===== config.mk =====
export PLATFORM = sky130hd
export DESIGN_NAME = overflow_timer
export DESIGN_NICKNAME = d
export VERILOG_FILES = /design/src/rtl/overflow_timer.sv
export SDC_FILE = /design/constraint.sdc
export NUM_CORES = 1
export LEC_CHECK = 0
export ABC_AREA = 1
export ABC_CLOCK_PERIOD_IN_PS = 1380
export CAP_MARGIN = 20
export CORE_MARGIN = 2
export CORE_UTILIZATION = 30
export CTS_CLUSTER_DIAMETER = 50
export DETAILED_ROUTE_END_ITERATION = 12
export MAX_ROUTING_LAYER = met4
export PLACE_DENSITY = 0.55
export SYNTH_ARGS = -nofsm -noshare
export SYNTH_HDL_FRONTEND = slang
export SYNTH_SLANG_ARGS = --single-unit

===== constraint.sdc =====
create_clock -name clk -period 1.38 [get_ports clk]
set_input_delay 0.276 -clock clk [delete_from_list [all_inputs] [get_ports clk]]
set_output_delay 0.276 -clock clk [all_outputs]
set_load 0.005 [all_outputs]

===== src/rtl/overflow_timer.sv =====
// Free-running prescaler: emits a registered one-cycle overflow tick every
// COUNT_MAX+1 enabled clock edges, with enable and synchronous clear.
module overflow_timer #(
    parameter  int unsigned COUNT_MAX = 269,
    localparam int unsigned CW        = (COUNT_MAX > 0) ? $clog2(COUNT_MAX + 1) : 1
) (
    input  logic          clk,
    input  logic          rst_n,
    input  logic          en,
    input  logic          clr,
    output logic          overflow,
    output logic [CW-1:0] count
);

    localparam logic [CW-1:0] TERMINAL = CW'(COUNT_MAX);

    // Wrap is forced by the terminal compare, so non-power-of-two periods never
    // rely on the natural binary rollover of the counter.
    always_ff @(posedge clk or negedge rst_n) begin
        if (!rst_n) begin
            count    <= '0;
            overflow <= 1'b0;
        end else if (clr) begin
            count    <= '0;
            overflow <= 1'b0;
        end else if (!en) begin
            overflow <= 1'b0;
        end else if (count == TERMINAL) begin
            count    <= '0;
            overflow <= 1'b1;
        end else begin
            count    <= count + CW'(1);
            overflow <= 1'b0;
        end
    end

endmodule


==> results.yml, run 1 <==
clock_network:
  cts_tree: "done"
  htreeDepth: 1
  numCtsBuffers: 3
  worstSkewPairLatency_ns: 0.27
  clkTransAtPathRegs_ns: 0.07
  cts_buffer_depth: 2
  cts-hold-fix-buffers: 0
  cts-root-buf: "clkbuf_4"
  cts_sinks: 10
sta:
  fmax_mhz: 741
  setup_viol: 0
  finalHoldViolCount: 0
  worst_pin_slew_ns: 0.190
  rsz0062_at_grt: "true"
  layout_min_cycle_time_ns: 1.35
  maxSlewHeadroom: 0.873
  min_period_over_period: 0.978
  drv_slew: 0
  skew_ns: 0.00175
die:
  ios: 14
  die_h_um: 48.7
  die_area_mm2: 0.00238
  initial_core_util: 0.313
  die_w_um: 48.7
  core.rowCount: 16
  core_mm2: 0.00192
synth:
  synth_top_cell_area_share: 0.417
  yosys-top-cells-area: "dfrtp_1 42%, nand2_1 9.4%, inv_1 6.9%, nor2_1 5.6%, nor2_4 5.6%"
  ys_warn_count: 0
  seq_area_frac_synth: 0.417
  synth_common_cells: "15 x nand2_1, 11 x inv_1, 10 x dfrtp_1"
  synth.avg_cell_area_um2: 7.90
  ys.flop_type: "dfrtp_1"
  postSynth.asyncResetShare: 1.00
  yosysTopAreaCell: "dfrtp_1"
  synth-seq-cells: 10
  synth_cell_types: 18
  synth-edff-count: 0
  synth_most_common_cell: "nand2_1"
  syn_nets: 82
  syn_area_um2: 601
  synth_cells: 76
placed_design:
  placed_cell_area_um2: 795
  numPortBuffers: 13
  place_congestion: 0.788
  hpwl_um: 1020
status:
  status: "complete, no violations"
pwr:
  total_power_w: 0.000865
  power_leakage_nw: 0.456
  ir_drop_mv: 0.685
  p_per_area_mw_per_mm2: 943
detailed_routing:
  dr_total_vias: 588
  first_pass_iters: 4
  wl_um: 1420
  drtIter0Drc: 10
  viasPerCell: 4.42
  ant_nets: 0
  drc: 0
  routedWlPerCell_um: 10.7
critical_path:
  reg2reg_slack_ns: 0.03
  start_kind: "flip-flop"
  endpoint_kind: "flip-flop"
  crit_path_max_fanout: 5
  worstSetupPathType: "flip-flop to flip-flop"
  crit_arrival_ns: 1.51
  rr_endpoint: "count[3]$_DFFE_PN0P_"
  required_ns: 1.54
  reg2reg_from: "count[1]$_DFFE_PN0P_"
  reg2reg_depth: 7
cells_and_area:
  area_growth_pct: 52.7
  num_antenna_cells: 0
  fin_area_um2: 917
  drive_above_1_share: 0.330
  nets: 113
  final.fill_count: 198
grt:
  gr-max-usage-layer: "met2"
  antenna_found_initial: 0
  grt_start_max_net_pins: 11
  grt_pass1_wl_um: 2520
  use_met2: 0.212
  grtUsageTotal: 0.143
  use_met3: 0.0401
  overflow: 0
  first_global_vias: 588
  use_met1: 0.177
min_path:
  hp-class: "input port to async pin"
flow_run:
  cap_violations: 0
-- repair_timing --
item,in CTS,in global routing
endpoints found under the setup margin,10,9
setup buffers,8,2
resized for setup,10,8
pin swaps,1,7
-- cells by family (layout without fill, tap and decap cells) --
group / after synthesis / in the layout / synth area share
fa+ha+maj: 2 / 2 / 0.0417
xor+xnor: 4 / 4 / 0.0583
compound gates: 3 / 3 / 0.0250
simple gates: 44 / 44 / 0.377
flops: 10 / 10 / 0.417
buf+inv: 13 / 43 / 0.0813
-- metrics by stage --
stage	setup WS, ns	utilization	cells	hold slack [ns]	TNS (ns)
after floorplan	0.190	-	76	-0.0196	0
after global placement	-0.0153	0.413	120	0.549	-0.0327
after detailed placement	-0.0476	0.413	120	0.557	-0.119
after CTS	0.00580	0.457	132	0.288	0
after global routing	-0.0926	0.477	133	0.294	-0.438
final	0.0301	0.477	133	0.288	0
-- flip-flops by register name (all words and copies together), names as in the netlist --
register / count
count: 9
overflow: 1
-- routing by layer --
layer  up-vias  part of all wire
met5         -                 0
met4         0             0.018
met3         5             0.030
met2        11              0.47
met1       275              0.48
li1        297                 -
-- final cells by class --
class	count	area [µm²]	area share
repair buffers	26	219	0.239
inverters	13	48.8	0.0532
well taps	27	33.8	0.0368
clock buffers	4	36.3	0.0396
flip-flops and latches	10	250	0.273
multi-input cells	53	329	0.359
-- cells in the final DEF (no fill, tap or decap), drive strengths merged --
cell / synthesis / final
ha: 2 / 2
buf: 0 / 13
xor2: 3 / 3
inv: 13 / 13
clkbuf: 0 / 4
clkdlybuf4s50: 0 / 3
nand4: 3 / 3
a21oi: 1 / 1
nor2: 16 / 16
xnor2: 1 / 1
nor3: 3 / 3
nand3: 4 / 4
nand2: 18 / 18
o21ai: 2 / 2
dfrtp: 10 / 10
dlygate4sd2: 0 / 10
-- worst max path at each step --
stage / startpoint / to / depth (start not counted)
floorplan: count[1]$_DFFE_PN0P_ / count[4]$_DFFE_PN0P_ / 7
global placement: clr / count[7]$_DFFE_PN0P_ / 6
detailed placement: clr / count[7]$_DFFE_PN0P_ / 6
CTS: count[1]$_DFFE_PN0P_ / count[5]$_DFFE_PN0P_ / 8
global route: count[1]$_DFFE_PN0P_ / count[3]$_DFFE_PN0P_ / 7
finish: count[1]$_DFFE_PN0P_ / count[3]$_DFFE_PN0P_ / 7
-- worst max-delay path: stages (launching register included) --
cell and delay [ns]:
dfrtp_1 0.43, inv_2 0.09, ha_4 0.12, nand4_1 0.13, nor2_4 0.18, nor2_4 0.05
nor2_4 0.17, nor2_1 0.07
-- report_power, final --
group,switching (W),internal (W)
sequential,0.0000232,0.000321
clock,0.000107,0.000160
combinational,0.000119,0.000135
(Power assumes the default switching activity.)
==> inputs of run 2 (changes only) <==
Settings changed: CORE_UTILIZATION 30 to 40, PLACE_DENSITY 0.55 to 0.68.
==> run 2 against run 1 <==
Power grew 7.0%. Utilization increased by 21 points. Setup slack gained 0.00066 ns. First-iteration DRC count increased by 100%. Wire length is 7.8% higher. Sequential power decreased by 1%. Combinational power is 24% higher. Count of clock-buffer cells in the layout is the same. Critical endpoint is now count[4]$_DFFE_PN0P_.
==> results.yml, run 2 (synthesis results as in run 1) <==
detailed_routing:
  wl_um: 1530
  dr_total_vias: 580
  routedWlPerCell_um: 12.4
  drc: 0
  ant_nets: 0
  drtIter0Drc: 20
  viasPerCell: 4.72
  first_pass_iters: 4
die:
  die_area_mm2: 0.00183
  ios: 14
  initial_core_util: 0.445
  core_mm2: 0.00135
  core.rowCount: 13
  die_h_um: 42.8
  die_w_um: 42.8
grt:
  gr-max-usage-layer: "met2"
  grt_pass1_wl_um: 2340
  grt_start_max_net_pins: 11
  first_global_vias: 511
  use_met3: 0.0383
  antenna_found_initial: 0
  grtUsageTotal: 0.181
  use_met2: 0.285
  use_met1: 0.232
  overflow: 0
pwr:
  p_per_area_mw_per_mm2: 994
  power_leakage_nw: 0.480
  ir_drop_mv: 0.558
sta:
  fin_setup_tns_ns: 0
  min_period_over_period: 0.978
  finalHoldViolCount: 0
  worst_pin_slew_ns: 0.472
  rsz0062_at_grt: "true"
  layout_min_cycle_time_ns: 1.35
  setup_viol: 0
  maxSlewHeadroom: 0.685
  fmax_mhz: 741
  drv_slew: 0
  skew_ns: 0.00340
cells_and_area:
  final_common_cell: "nand2_1"
  fin_util: 0.690
  num_antenna_cells: 0
  drive_above_1_share: 0.361
  largest_registers: "count: 9 flops, overflow: 1 flops"
  final_cell_mix: "15 x nand2_1, 14 x buf_4, 10 x dfrtp_1"
  largest_register_ffs: 9
  area_growth_pct: 55.0
  regMostFlops: "count"
  nets: 115
min_path:
  hp-class: "input port to async pin"
critical_path:
  reg2reg_from: "count[0]$_DFFE_PN0P_"
  rr_endpoint: "count[4]$_DFFE_PN0P_"
  crit_path_max_fanout: 5
  required_ns: 1.53
  worstSetupPathType: "flip-flop to flip-flop"
  reg2reg_depth: 7
  crit_arrival_ns: 1.50
  start_kind: "flip-flop"
  endpoint_kind: "flip-flop"
  reg2reg_slack_ns: 0.03
clock_network:
  cts_sinks: 10
  cts-root-buf: "clkbuf_4"
  worstSkewPairLatency_ns: 0.27
  clkTransAtPathRegs_ns: 0.07
  htreeDepth: 1
  cts_tree: "done"
  cts-hold-fix-buffers: 0
  cts_buffer_depth: 2
  numCtsBuffers: 3
status:
  status: "complete, no violations"
placed_design:
  numPortBuffers: 13
  place_congestion: 0.793
  hpwl_um: 963
flow_run:
  cap_violations: 0
-- run 2: cell types whose count changed in the layout (fill, tap and decap cells not counted), sizes merged --
cell and change:
dlygate4sd2 -1, buf +2, dlymetal6s2s +1
-- run 2: cell type report --
cell class | instances | area (µm²)
sequential | 10 | 250
multi-input combinational | 53 | 339
clock buffer | 4 | 36.3
fill | 113 | 419
timing repair buffer | 28 | 238
tap | 15 | 18.8
inverter | 13 | 48.8
-- run 2: how the worst max path moves through the flow --
stage | cells past startpoint | end | slack (ns) | start
after global placement | 6 | count[7]$_DFFE_PN0P_ | -0.04 | clr
final | 7 | count[4]$_DFFE_PN0P_ | 0.03 | count[0]$_DFFE_PN0P_
after global routing | 7 | count[5]$_DFFE_PN0P_ | -0.06 | count[0]$_DFFE_PN0P_
after CTS | 8 | count[5]$_DFFE_PN0P_ | -0.01 | count[1]$_DFFE_PN0P_
after detailed placement | 6 | count[7]$_DFFE_PN0P_ | -0.04 | clr
after floorplan | 7 | count[4]$_DFFE_PN0P_ | 0.19 | count[1]$_DFFE_PN0P_
-- run 2: stage by stage --
stage               power [W]  area, µm²  std cells  setup WS (ns)  hold slack, ns
CTS                  0.000837        872        121        -0.0109           0.342
finish               0.000926        931        123         0.0307           0.327
global placement     0.000537        772        107        -0.0391           0.550
detailed placement   0.000538        772        107        -0.0400           0.557
global route         0.000982        931        123        -0.0640           0.371
floorplan            0.000437        601         76          0.190         -0.0196
-- run 2: routing by layer --
| metal | routed length (µm) | vias up | part of all wire |
|---|---|---|---|
| li1 | - | 297 | - |
| met1 | 680 | 272 | 0.44 |
| met2 | 805 | 11 | 0.53 |
| met3 | 45 | 0 | 0.029 |
| met4 | 0 | 0 | 0 |
| met5 | 0 | - | 0 |
-- run 2: what timing repair did --
action                     CTS  global route
pin swaps                    1             5
buffers inserted            10             3
hold endpoints to repair     0             0
resized for setup            9            12
setup endpoints to repair    9             9
-- run 2: power breakdown --
part	total [W]	switching, W	internal (W)
Combinational	0.000316	0.000145	0.000170
Sequential	0.000340	0.0000195	0.000320
Clock	0.000270	0.000110	0.000160
Total	0.000926	0.000275	0.000651
-- run 2: critical path, cell delays in order (launching register included) --
cell and delay, ns:
dfrtp_1 0.36, buf_6 0.13, ha_4 0.12, nand4_1 0.14, nor2_4 0.19, nor2_4 0.06, nor2_4 0.18, nor2_1 0.06
==> inputs of run 3 (changes only) <==
Settings changed: DONT_BUFFER_PORTS set to 1, PLACE_DENSITY 0.68 to 0.56.
==> run 3 against run 2 <==
Sequential power grew 5.9%. Die area is the same. Count of clock-buffer cells in the layout is the same. Critical path depth is the same. Sequential cell count is the same. Largest cell class unchanged. First-iteration DRC count shrank 65%. Via count shrank 14%.
==> results.yml, run 3 (synthesis results as in run 1) <==
critical_path:
  critPathSlowestCell: "dfrtp_2"
  crit_path_max_fanout: 5
  path_cells: "inv_2 > ha_2 > nand4_1 > nor2_4 > nor2_2 > nor2_4 > nor2_1"
  cpPeakStageDelay_ns: 0.44
  cp_top_family: "simple AND/OR/NAND/NOR gates"
  endpoint_kind: "flip-flop"
  crit_path_frequent_cell: "nor2_4"
  crit_arrival_ns: 1.47
  cp_num_buf_inv: 1
  worstSetupPathType: "flip-flop to flip-flop"
  required_ns: 1.53
  start_kind: "flip-flop"
cells_and_area:
  multi_input_area_um2: 304
  drive_above_1_share: 0.282
  final_cell_mix: "15 x nand2_1, 10 x inv_1, 9 x nor2_1, 9 x dfrtp_1"
  regMostFlops: "count"
  num_antenna_cells: 0
  area_growth_pct: 16.5
  fin_util: 0.518
  fin_area_um2: 699
  final_common_cell: "nand2_1"
  nets: 92
  largest_registers: "count: 9 flops, overflow: 1 flops"
  instances_no_fill: 100
  final.fill_count: 135
  largest_register_ffs: 9
  regArea_um2: 251
clock_network:
  cts_setup_buffers: 0
  cts_tree: "done"
  cts-root-buf: "clkbuf_4"
  worstSkewPairLatency_ns: 0.26
  cts_buffer_depth: 2
  htreeDepth: 1
  numCtsBuffers: 3
  cts_sinks: 10
  clkTransAtPathRegs_ns: 0.07
sta:
  finalHoldViolCount: 0
  layout_min_cycle_time_ns: 1.32
  skew_ns: 0.00224
  min_period_over_period: 0.953
  setup_viol: 0
  rsz0062_at_grt: "true"
  drv_slew: 0
  fmax_mhz: 760
  worst_pin_slew_ns: 0.465
  maxSlewHeadroom: 0.689
  worst_hold_slack_ns: 0.0781
grt:
  grt_start_max_net_pins: 11
  overflow: 0
  grt_pass1_wl_um: 1970
  first_global_vias: 470
  grtUsageTotal: 0.149
  antenna_found_initial: 0
detailed_routing:
  ant_nets: 0
  wl_um: 1240
  first_pass_iters: 4
  drc: 0
  drtIter0Drc: 7
  dr_total_vias: 496
  viasPerCell: 4.96
  routedWlPerCell_um: 12.4
placed_design:
  numPortBuffers: 0
  place_congestion: 0.762
  hpwl_um: 970
  dp.cells: 95
  placed_cell_area_um2: 649
flow_run:
  cap_violations: 0
die:
  initial_core_util: 0.445
  core_mm2: 0.00135
  die_area_mm2: 0.00183
  die_h_um: 42.8
  core.rowCount: 13
  ios: 14
  die_w_um: 42.8
pwr:
  ir_drop_mv: 0.478
  power_leakage_nw: 0.320
  total_power_w: 0.000764
  p_per_area_mw_per_mm2: 1090
min_path:
  hp-class: "input port to flip-flop"
status:
  status: "complete, no violations"
[run 3: changes by cell type in the layout (fill, tap and decap cells not counted), sizes merged]
| cell | delta |
|---|---|
| buf | -11 |
| dlygate4sd2 | -9 |
| clkdlybuf4s50 | -3 |
| dlygate4sd3 | +1 |
| dlymetal6s2s | -1 |
[run 3: per-stage QoR]
| stage | TNS [ns] | worst slack, ns |
|---|---|---|
| final | 0 | 0.0642 |
| after global routing | -0.00135 | -0.00135 |
| after CTS | 0 | 0.0468 |
| after detailed placement | 0 | 0.0495 |
| after global placement | 0 | 0.125 |
| after floorplan | 0 | 0.190 |
[run 3: report_power, final]
| part | total, W | internal (W) | switching [W] |
|---|---|---|---|
| sequential | 0.000360 | 0.000322 | 0.0000382 |
| combinational | 0.000137 | 0.0000643 | 0.0000722 |
| clock | 0.000268 | 0.000160 | 0.000108 |
[run 3: area by class of cell]
class / instances / share of cell area
inverter: 13 / 0.0698
timing repair buffer: 5 / 0.0572
tap: 15 / 0.0268
sequential: 10 / 0.360
clock buffer: 4 / 0.0519
multi-input combinational: 53 / 0.435
[run 3: final timing paths]
kind	slack [ns]	depth (start not counted)	end	startpoint
max	0.06	7	count[4]$_DFFE_PN0P_	count[1]$_DFFE_PN0P_
min	0.08	1	overflow$_DFF_PN0_	clr
max reg2reg	0.06	7	count[4]$_DFFE_PN0P_	count[1]$_DFFE_PN0P_
min reg2reg	0.58	2	count[1]$_DFFE_PN0P_	count[1]$_DFFE_PN0P_
max in group asynchronous	0.64	1	count[1]$_DFFE_PN0P_	rst_n
min in group asynchronous	0.40	1	count[7]$_DFFE_PN0P_	rst_n
[run 3: per-layer routing]
metal / global-route usage / vias to the layer above / part of all wire
met3: 0.0468 / 2 / 0.045
met2: 0.230 / 13 / 0.48
li1: - / 252 / -
met1: 0.188 / 229 / 0.47
met4: 0.0375 / 0 / 0.0097
met5: - / - / 0
[run 3: what timing repair did]
item | 4_1_cts | 5_1_grt
endpoints found under the hold margin | 10 | 0
hold buffers | 1 | 0
endpoints found under the setup margin | 0 | 8
gates resized for setup | 0 | 3
[run 3: worst reg2reg max path: cells and delay by family (launching register included)]
kind                     cells  cell delay (ns)
adder cells (fa/ha/maj)      1             0.15
buffers and inverters        1             0.06
flip-flops                   1             0.44
AND/OR/NAND/NOR              5             0.55
